==> src/rtl/pwm_seq_ctrl_if.sv <==
// Configuration bus of the PWM sequencer: one write port into the 4-entry step table.
interface pwm_seq_ctrl_if;
    logic        cfg_we;
    logic [1:0]  cfg_addr;
    logic [15:0] cfg_period;
    logic [15:0] cfg_dc;
    logic [7:0]  cfg_reps;

    modport master (output cfg_we, cfg_addr, cfg_period, cfg_dc, cfg_reps);
    modport slave  (input  cfg_we, cfg_addr, cfg_period, cfg_dc, cfg_reps);
endinterface

==> src/rtl/pwm_seq_ctrl.sv <==
// PWM step sequencer: walks a 4-entry {period, duty, repeats} table and feeds the
// selected entry to the PWM datapath, advancing on each completed PWM period.
module pwm_seq_ctrl (
    input  logic          chosen_clk,
    input  logic          rst,
    pwm_seq_ctrl_if.slave cfg,
    input  logic [1:0]    seq_len,
    input  logic          loop,
    input  logic          start,
    input  logic          abort,
    input  logic          period_tick,
    output logic [15:0]   period_reg,
    output logic [15:0]   DC_reg,
    output logic          pwm_en,
    output logic          busy,
    output logic [1:0]    step,
    output logic          done,
    output logic          cfg_err
);
    typedef enum logic [1:0] {
        ST_IDLE = 2'd0,
        ST_LOAD = 2'd1,
        ST_RUN  = 2'd2,
        ST_DONE = 2'd3
    } state_t;

    state_t      state_r, state_s;
    logic [15:0] tbl_period_r [4];
    logic [15:0] tbl_dc_r     [4];
    logic [7:0]  tbl_reps_r   [4];
    logic [7:0]  rep_cnt_r, rep_cnt_s;
    logic [1:0]  len_r, len_s;
    logic        loop_r, loop_s;
    logic [15:0] period_s, dc_s;
    logic        pwm_en_s, busy_s, done_s, cfg_err_s;
    logic [1:0]  step_s, adv_step_s;
    logic        tbl_we_s;
    logic [15:0] entry0_period_s;

    // Next-state and next-output decode; every output is registered below.
    always_comb begin
        state_s    = state_r;
        period_s   = period_reg;
        dc_s       = DC_reg;
        pwm_en_s   = pwm_en;
        busy_s     = busy;
        step_s     = step;
        done_s     = 1'b0;
        cfg_err_s  = 1'b0;
        rep_cnt_s  = rep_cnt_r;
        len_s      = len_r;
        loop_s     = loop_r;
        tbl_we_s   = 1'b0;
        adv_step_s = (step == len_r) ? 2'd0 : step + 2'd1;
        // A write landing in the same cycle as start must count for the start check.
        entry0_period_s = (cfg.cfg_we && (cfg.cfg_addr == 2'd0)) ? cfg.cfg_period : tbl_period_r[0];

        case (state_r)
            ST_IDLE: begin
                tbl_we_s = cfg.cfg_we;
                if (start && !abort) begin
                    if (entry0_period_s != 16'd0) begin
                        state_s = ST_LOAD;
                        step_s  = 2'd0;
                        busy_s  = 1'b1;
                        len_s   = seq_len;
                        loop_s  = loop;
                    end else begin
                        cfg_err_s = 1'b1;
                    end
                end else begin
                    state_s = ST_IDLE;
                end
            end
            ST_LOAD: begin
                cfg_err_s = cfg.cfg_we;
                if (abort) begin
                    state_s  = ST_IDLE;
                    pwm_en_s = 1'b0;
                    busy_s   = 1'b0;
                end else begin
                    state_s   = ST_RUN;
                    period_s  = tbl_period_r[step];
                    dc_s      = tbl_dc_r[step];
                    rep_cnt_s = tbl_reps_r[step];
                    pwm_en_s  = 1'b1;
                end
            end
            ST_RUN: begin
                cfg_err_s = cfg.cfg_we;
                if (abort) begin
                    state_s  = ST_IDLE;
                    pwm_en_s = 1'b0;
                    busy_s   = 1'b0;
                end else if (period_tick) begin
                    if (rep_cnt_r != 8'd0) begin
                        rep_cnt_s = rep_cnt_r - 8'd1;
                    end else if ((step == len_r) && !loop_r) begin
                        state_s  = ST_DONE;
                        done_s   = 1'b1;
                        pwm_en_s = 1'b0;
                        busy_s   = 1'b0;
                    end else begin
                        step_s    = adv_step_s;
                        period_s  = tbl_period_r[adv_step_s];
                        dc_s      = tbl_dc_r[adv_step_s];
                        rep_cnt_s = tbl_reps_r[adv_step_s];
                    end
                end else begin
                    state_s = ST_RUN;
                end
            end
            ST_DONE: begin
                cfg_err_s = cfg.cfg_we;
                state_s   = ST_IDLE;
            end
            default: begin
                state_s  = ST_IDLE;
                pwm_en_s = 1'b0;
                busy_s   = 1'b0;
            end
        endcase
    end

    // State and output registers.
    always_ff @(posedge chosen_clk) begin
        if (rst) begin
            state_r    <= ST_IDLE;
            period_reg <= 16'd0;
            DC_reg     <= 16'd0;
            pwm_en     <= 1'b0;
            busy       <= 1'b0;
            step       <= 2'd0;
            done       <= 1'b0;
            cfg_err    <= 1'b0;
            rep_cnt_r  <= 8'd0;
            len_r      <= 2'd0;
            loop_r     <= 1'b0;
        end else begin
            state_r    <= state_s;
            period_reg <= period_s;
            DC_reg     <= dc_s;
            pwm_en     <= pwm_en_s;
            busy       <= busy_s;
            step       <= step_s;
            done       <= done_s;
            cfg_err    <= cfg_err_s;
            rep_cnt_r  <= rep_cnt_s;
            len_r      <= len_s;
            loop_r     <= loop_s;
        end
    end

    // Step table storage; writable only while idle.
    always_ff @(posedge chosen_clk) begin
        if (rst) begin
            tbl_period_r <= '{default: 16'd0};
            tbl_dc_r     <= '{default: 16'd0};
            tbl_reps_r   <= '{default: 8'd0};
        end else if (tbl_we_s) begin
            tbl_period_r[cfg.cfg_addr] <= cfg.cfg_period;
            tbl_dc_r[cfg.cfg_addr]     <= cfg.cfg_dc;
            tbl_reps_r[cfg.cfg_addr]   <= cfg.cfg_reps;
        end else begin
            tbl_period_r <= tbl_period_r;
            tbl_dc_r     <= tbl_dc_r;
            tbl_reps_r   <= tbl_reps_r;
        end
    end
endmodule

==> src/flat_wrapper.sv <==
// flat-port wrapper written by rule: the top's interface ports become plain ports
module pwm_seq_ctrl_flat 
  (chosen_clk, rst, seq_len, loop, start, abort, period_tick, period_reg, DC_reg, pwm_en, busy, step, done, cfg_err, cfg_cfg_we, cfg_cfg_addr, cfg_cfg_period, cfg_cfg_dc, cfg_cfg_reps);
  pwm_seq_ctrl_if cfg_i ();
  input  logic chosen_clk;
  input  logic rst;
  input  logic [1:0] seq_len;
  input  logic loop;
  input  logic start;
  input  logic abort;
  input  logic period_tick;
  output logic [15:0] period_reg;
  output logic [15:0] DC_reg;
  output logic pwm_en;
  output logic busy;
  output logic [1:0] step;
  output logic done;
  output logic cfg_err;
  input wire logic [$bits(cfg_i.cfg_we)-1:0] cfg_cfg_we;
  input wire logic [$bits(cfg_i.cfg_addr)-1:0] cfg_cfg_addr;
  input wire logic [$bits(cfg_i.cfg_period)-1:0] cfg_cfg_period;
  input wire logic [$bits(cfg_i.cfg_dc)-1:0] cfg_cfg_dc;
  input wire logic [$bits(cfg_i.cfg_reps)-1:0] cfg_cfg_reps;
  assign cfg_i.cfg_we = cfg_cfg_we;
  assign cfg_i.cfg_addr = cfg_cfg_addr;
  assign cfg_i.cfg_period = cfg_cfg_period;
  assign cfg_i.cfg_dc = cfg_cfg_dc;
  assign cfg_i.cfg_reps = cfg_cfg_reps;
  pwm_seq_ctrl u_core (.chosen_clk(chosen_clk), .rst(rst), .cfg(cfg_i), .seq_len(seq_len), .loop(loop), .start(start), .abort(abort), .period_tick(period_tick), .period_reg(period_reg), .DC_reg(DC_reg), .pwm_en(pwm_en), .busy(busy), .step(step), .done(done), .cfg_err(cfg_err));
endmodule
==> config.mk <==
export PLATFORM = sky130hd
export DESIGN_NAME = pwm_seq_ctrl_flat
export DESIGN_NICKNAME = d
export VERILOG_FILES = /design/src/rtl/pwm_seq_ctrl_if.sv /design/src/rtl/pwm_seq_ctrl.sv /design/src/flat_wrapper.sv
export SDC_FILE = /design/constraint.sdc
export NUM_CORES = 1
export LEC_CHECK = 0
export CORE_MARGIN = 2
export CORE_UTILIZATION = 30
export CTS_BUF_LIST = sky130_fd_sc_hd__clkbuf_4 sky130_fd_sc_hd__clkbuf_8
export DETAILED_ROUTE_END_ITERATION = 16
export GPL_TIMING_DRIVEN = 0
export PLACE_DENSITY_LB_ADDON = 0.15
export SLEW_MARGIN = 10
export SYNTH_ARGS = -nofsm -noshare
export SYNTH_HDL_FRONTEND = slang
export SYNTH_SLANG_ARGS = --single-unit
==> constraint.sdc <==
create_clock -name chosen_clk -period 3.1 [get_ports chosen_clk]
set_input_delay 0.62 -clock chosen_clk [delete_from_list [all_inputs] [get_ports chosen_clk]]
set_output_delay 0.62 -clock chosen_clk [all_outputs]
set_load 0.005 [all_outputs]
==> impl_metrics.ini <==
[status]
status = finished clean

[power_and_ir_drop]
p_sw_mw = 1.77
swShare_pct = 27.7
clkPwrFrac_pct = 44.0
pwr-share-seq_pct = 44.8
ir_drop_mv = 0.225
power.internal_mw = 4.62
p_leak_nw = 4.08
combPwrFrac_pct = 11.2
power.density_nw_per_um2 = 511

[grt]
grt_pass1_wl_mm = 61.0
track_usage_pct = 22.7
first_global_vias = 9641
grt_max_degree = 11
antenna_found_initial = 0
grt_overflow = 0

[clock_tree]
clk_latency_ps = 540
ctsHoldBuffers = 0
cts.sinks = 211
h-tree-depth = 2
clockRootBuffer = clkbuf_8
cts_buffers = 40
clock_path_buffers = 3
post_cts_buffers = 0
tritoncts = yes
path_clk_slew_ps = 60

[detailed_routing]
drc = 0
ant_nets = 0
routed_wl_mm = 40.9
wl_met3_mm = 3.02
drt_iter0_drc = 807
vias = 10100
wl_met2_mm = 18.6
first_pass_iters = 7
drt-met1-wl_mm = 18.2
wl_per_cell_microns = 21.8
routed_via_density = 5.40
top_layer_used = met4

[critical_path]
required_ps = 3570
r2r-start = u_core.len_r[1]
regToRegSetupSlack_ps = 130
cp_slowest_cell = clkbuf_1
r2r_cells = 8
crit_top_cell = clkbuf_1
r2r-end = u_core.DC_reg[8]
worstPathMaxFanout = 10
crit_type = flip-flop to flip-flop
start_kind = flip-flop
worstPathArrival_ps = 3440
end_kind = flip-flop
crit_chain = clkbuf_1 > xor2_1 > o21bai_1 > clkbuf_1 > and2_1 > a211oi_1 > or4_1 > a21oi_1
slowest_delay_ps = 650

[hold_path]
min_to = u_core.DC_reg[13]
holdCritPathClass = flip-flop to flip-flop
hold_start = u_core.DC_reg[13]
min_delay_path_depth = 2

[floorplanning]
die_y_microns = 189
boundaryPins = 89
row_count = 67
die_x_microns = 189
core_area_sq_um = 33500
start_util_pct = 30.5
die_area_sq_um = 35600

[logic_synthesis]
avgSynthCellArea_sq_um = 8.05
synth_seq_cells = 211
syn_inst = 1272
yosysUniqueCellTypes = 56
ys_warn_count = 0
syn_area_sq_um = 10200
synthesis.nets = 1330
ys_seq_area_share_pct = 41.3
async_flop_share_pct = 0
ys.flop_type = dfxtp_1
synth_edf_count = 0

[placed_design]
port-buffer-count = 88
place_area_sq_um = 11700
dp_slack_ps = -551
gp_congestion = 0.864
place_inst = 1808
hpwl_mm = 28.5

[timing]
finalSetupViolCount = 0
hold_viol = 0
final-max-slew-violation-count = 0
period_share_pct = 95.8
fin_crit_ps = 2970
relSlewSlack_pct = 30.0
whs_ps = 454
rsz0062_at_grt = no
skew_ps = 15.6
final.setup.worst_slack_ps = 130
fmax_mhz = 337
worst_pin_slew_ps = 1050

[layout]
antenna-diode-count = 0
mostFrequentLayoutCells = nand2_1 (379), dfxtp_1 (211), a21oi_1 (202)
final_cells = 1878
reg_top3 = u_core.tbl_dc_r x64, u_core.tbl_period_r x64, u_core.tbl_reps_r x32
num-nets-final = 1459
fin_area_sq_um = 12500
drive_above_1_share_pct = 9.79
syn_to_final_growth_pct = 22.3
final_util_pct = 37.3
nFillCells = 3616
layout_commonest_cell = nand2_1

[run]
maxCapViolations = 0
-- critical path, delay by kind of cell, from the launching register on --
family,cells,cell delay (ps)
AOI/OAI and AO/OA,3,760
xor gates and xnor gates,1,210
buffers and inverters,2,950
DFF,1,300
and+or+nand+nor,2,670
-- timing repair --
action                                  in CTS  in global routing
endpoints found under the setup margin      36                 18
pin swaps                                    0                  1
gates resized for setup                      8                 14
-- cell families (layout without fill, tap and decap cells) --
family	after synthesis	count (layout)	synth area share (%)
AND/OR/NAND/NOR	542	542	22.8
AO/OA/AOI/OAI	332	332	19.8
flip-flops	211	211	41.3
buffers and inverters	116	274	4.32
multiplexers	58	58	10.5
adder cells (fa/ha/maj)	7	7	0.856
XOR/XNOR	6	6	0.513
-- through the flow --
step | TNS [ps] | power, mW
global route | 0 | 6.65
finish | 0 | 6.40
CTS | 0 | 6.44
global placement | -15630 | 3.62
detailed placement | -16210 | 3.62
floorplan | 0 | 3.29
-- per-layer routing --
metal | track usage, % | vias to the layer above
met5 | 0 | -
met2 | 36.5 | 421
met4 | 7.18 | 0
li1 | - | 4745
met1 | 30.7 | 4894
met3 | 4.30 | 73
-- worst max path at each step --
stage	from	to	slack [ps]	cells past startpoint
2_1_floorplan	u_core.rep_cnt_r[2]	u_core.DC_reg[10]	760	6
3_3_place_gp	u_core.len_r[1]	u_core.period_reg[14]	-510	9
3_5_place_dp	u_core.len_r[1]	u_core.DC_reg[8]	-550	9
4_1_cts	u_core.len_r[0]	u_core.rep_cnt_r[2]	90	9
5_1_grt	u_core.len_r[1]	u_core.period_reg[13]	10	9
6_report	u_core.len_r[1]	u_core.DC_reg[8]	130	8
-- area by class of cell --
| type | instances | area (sq um) | area share [%] |
|---|---|---|---|
| Buffer | 103 | 409 | 3.27 |
| Clock buffer | 64 | 768 | 6.14 |
| Clock inverter | 7 | 40.0 | 0.320 |
| Inverter | 12 | 45.0 | 0.360 |
| Multi-Input combinational cell | 945 | 5590 | 44.7 |
| Sequential cell | 211 | 4220 | 33.7 |
| Tap cell | 448 | 561 | 4.48 |
| Timing Repair Buffer | 88 | 881 | 7.03 |
-- synthesized netlist by cell type (11+ instances only) --
| master | n | area share, % |
|---|---|---|
| nor3_1 | 12 | 0.59 |
| nor2_1 | 58 | 2.1 |
| mux4_2 | 39 | 8.6 |
| inv_1 | 12 | 0.44 |
| clkbuf_1 | 92 | 3.4 |
| dfxtp_1 | 211 | 41 |
| and2_1 | 22 | 1.3 |
| o32ai_1 | 23 | 2.0 |
| a21oi_1 | 202 | 9.9 |
| a211oi_1 | 37 | 2.7 |
| nand2_1 | 379 | 14 |
| mux2i_1 | 18 | 1.8 |
| o22a_1 | 11 | 0.94 |
| a31oi_1 | 13 | 0.79 |
| or4_1 | 21 | 1.5 |
-- power by group through the flow --
| stage | Sequential (mW) | Combinational, mW | Clock, mW |
|---|---|---|---|
| 2_1_floorplan | 2.90 | 0.387 | 0 |
| 3_3_place_gp | 2.92 | 0.703 | 0 |
| 3_5_place_dp | 2.92 | 0.701 | 0 |
| 4_1_cts | 2.87 | 0.708 | 2.87 |
| 5_1_grt | 2.88 | 0.774 | 3.00 |
| 6_report | 2.87 | 0.715 | 2.81 |
No activity file was read; power rests on OpenSTA's default activity.
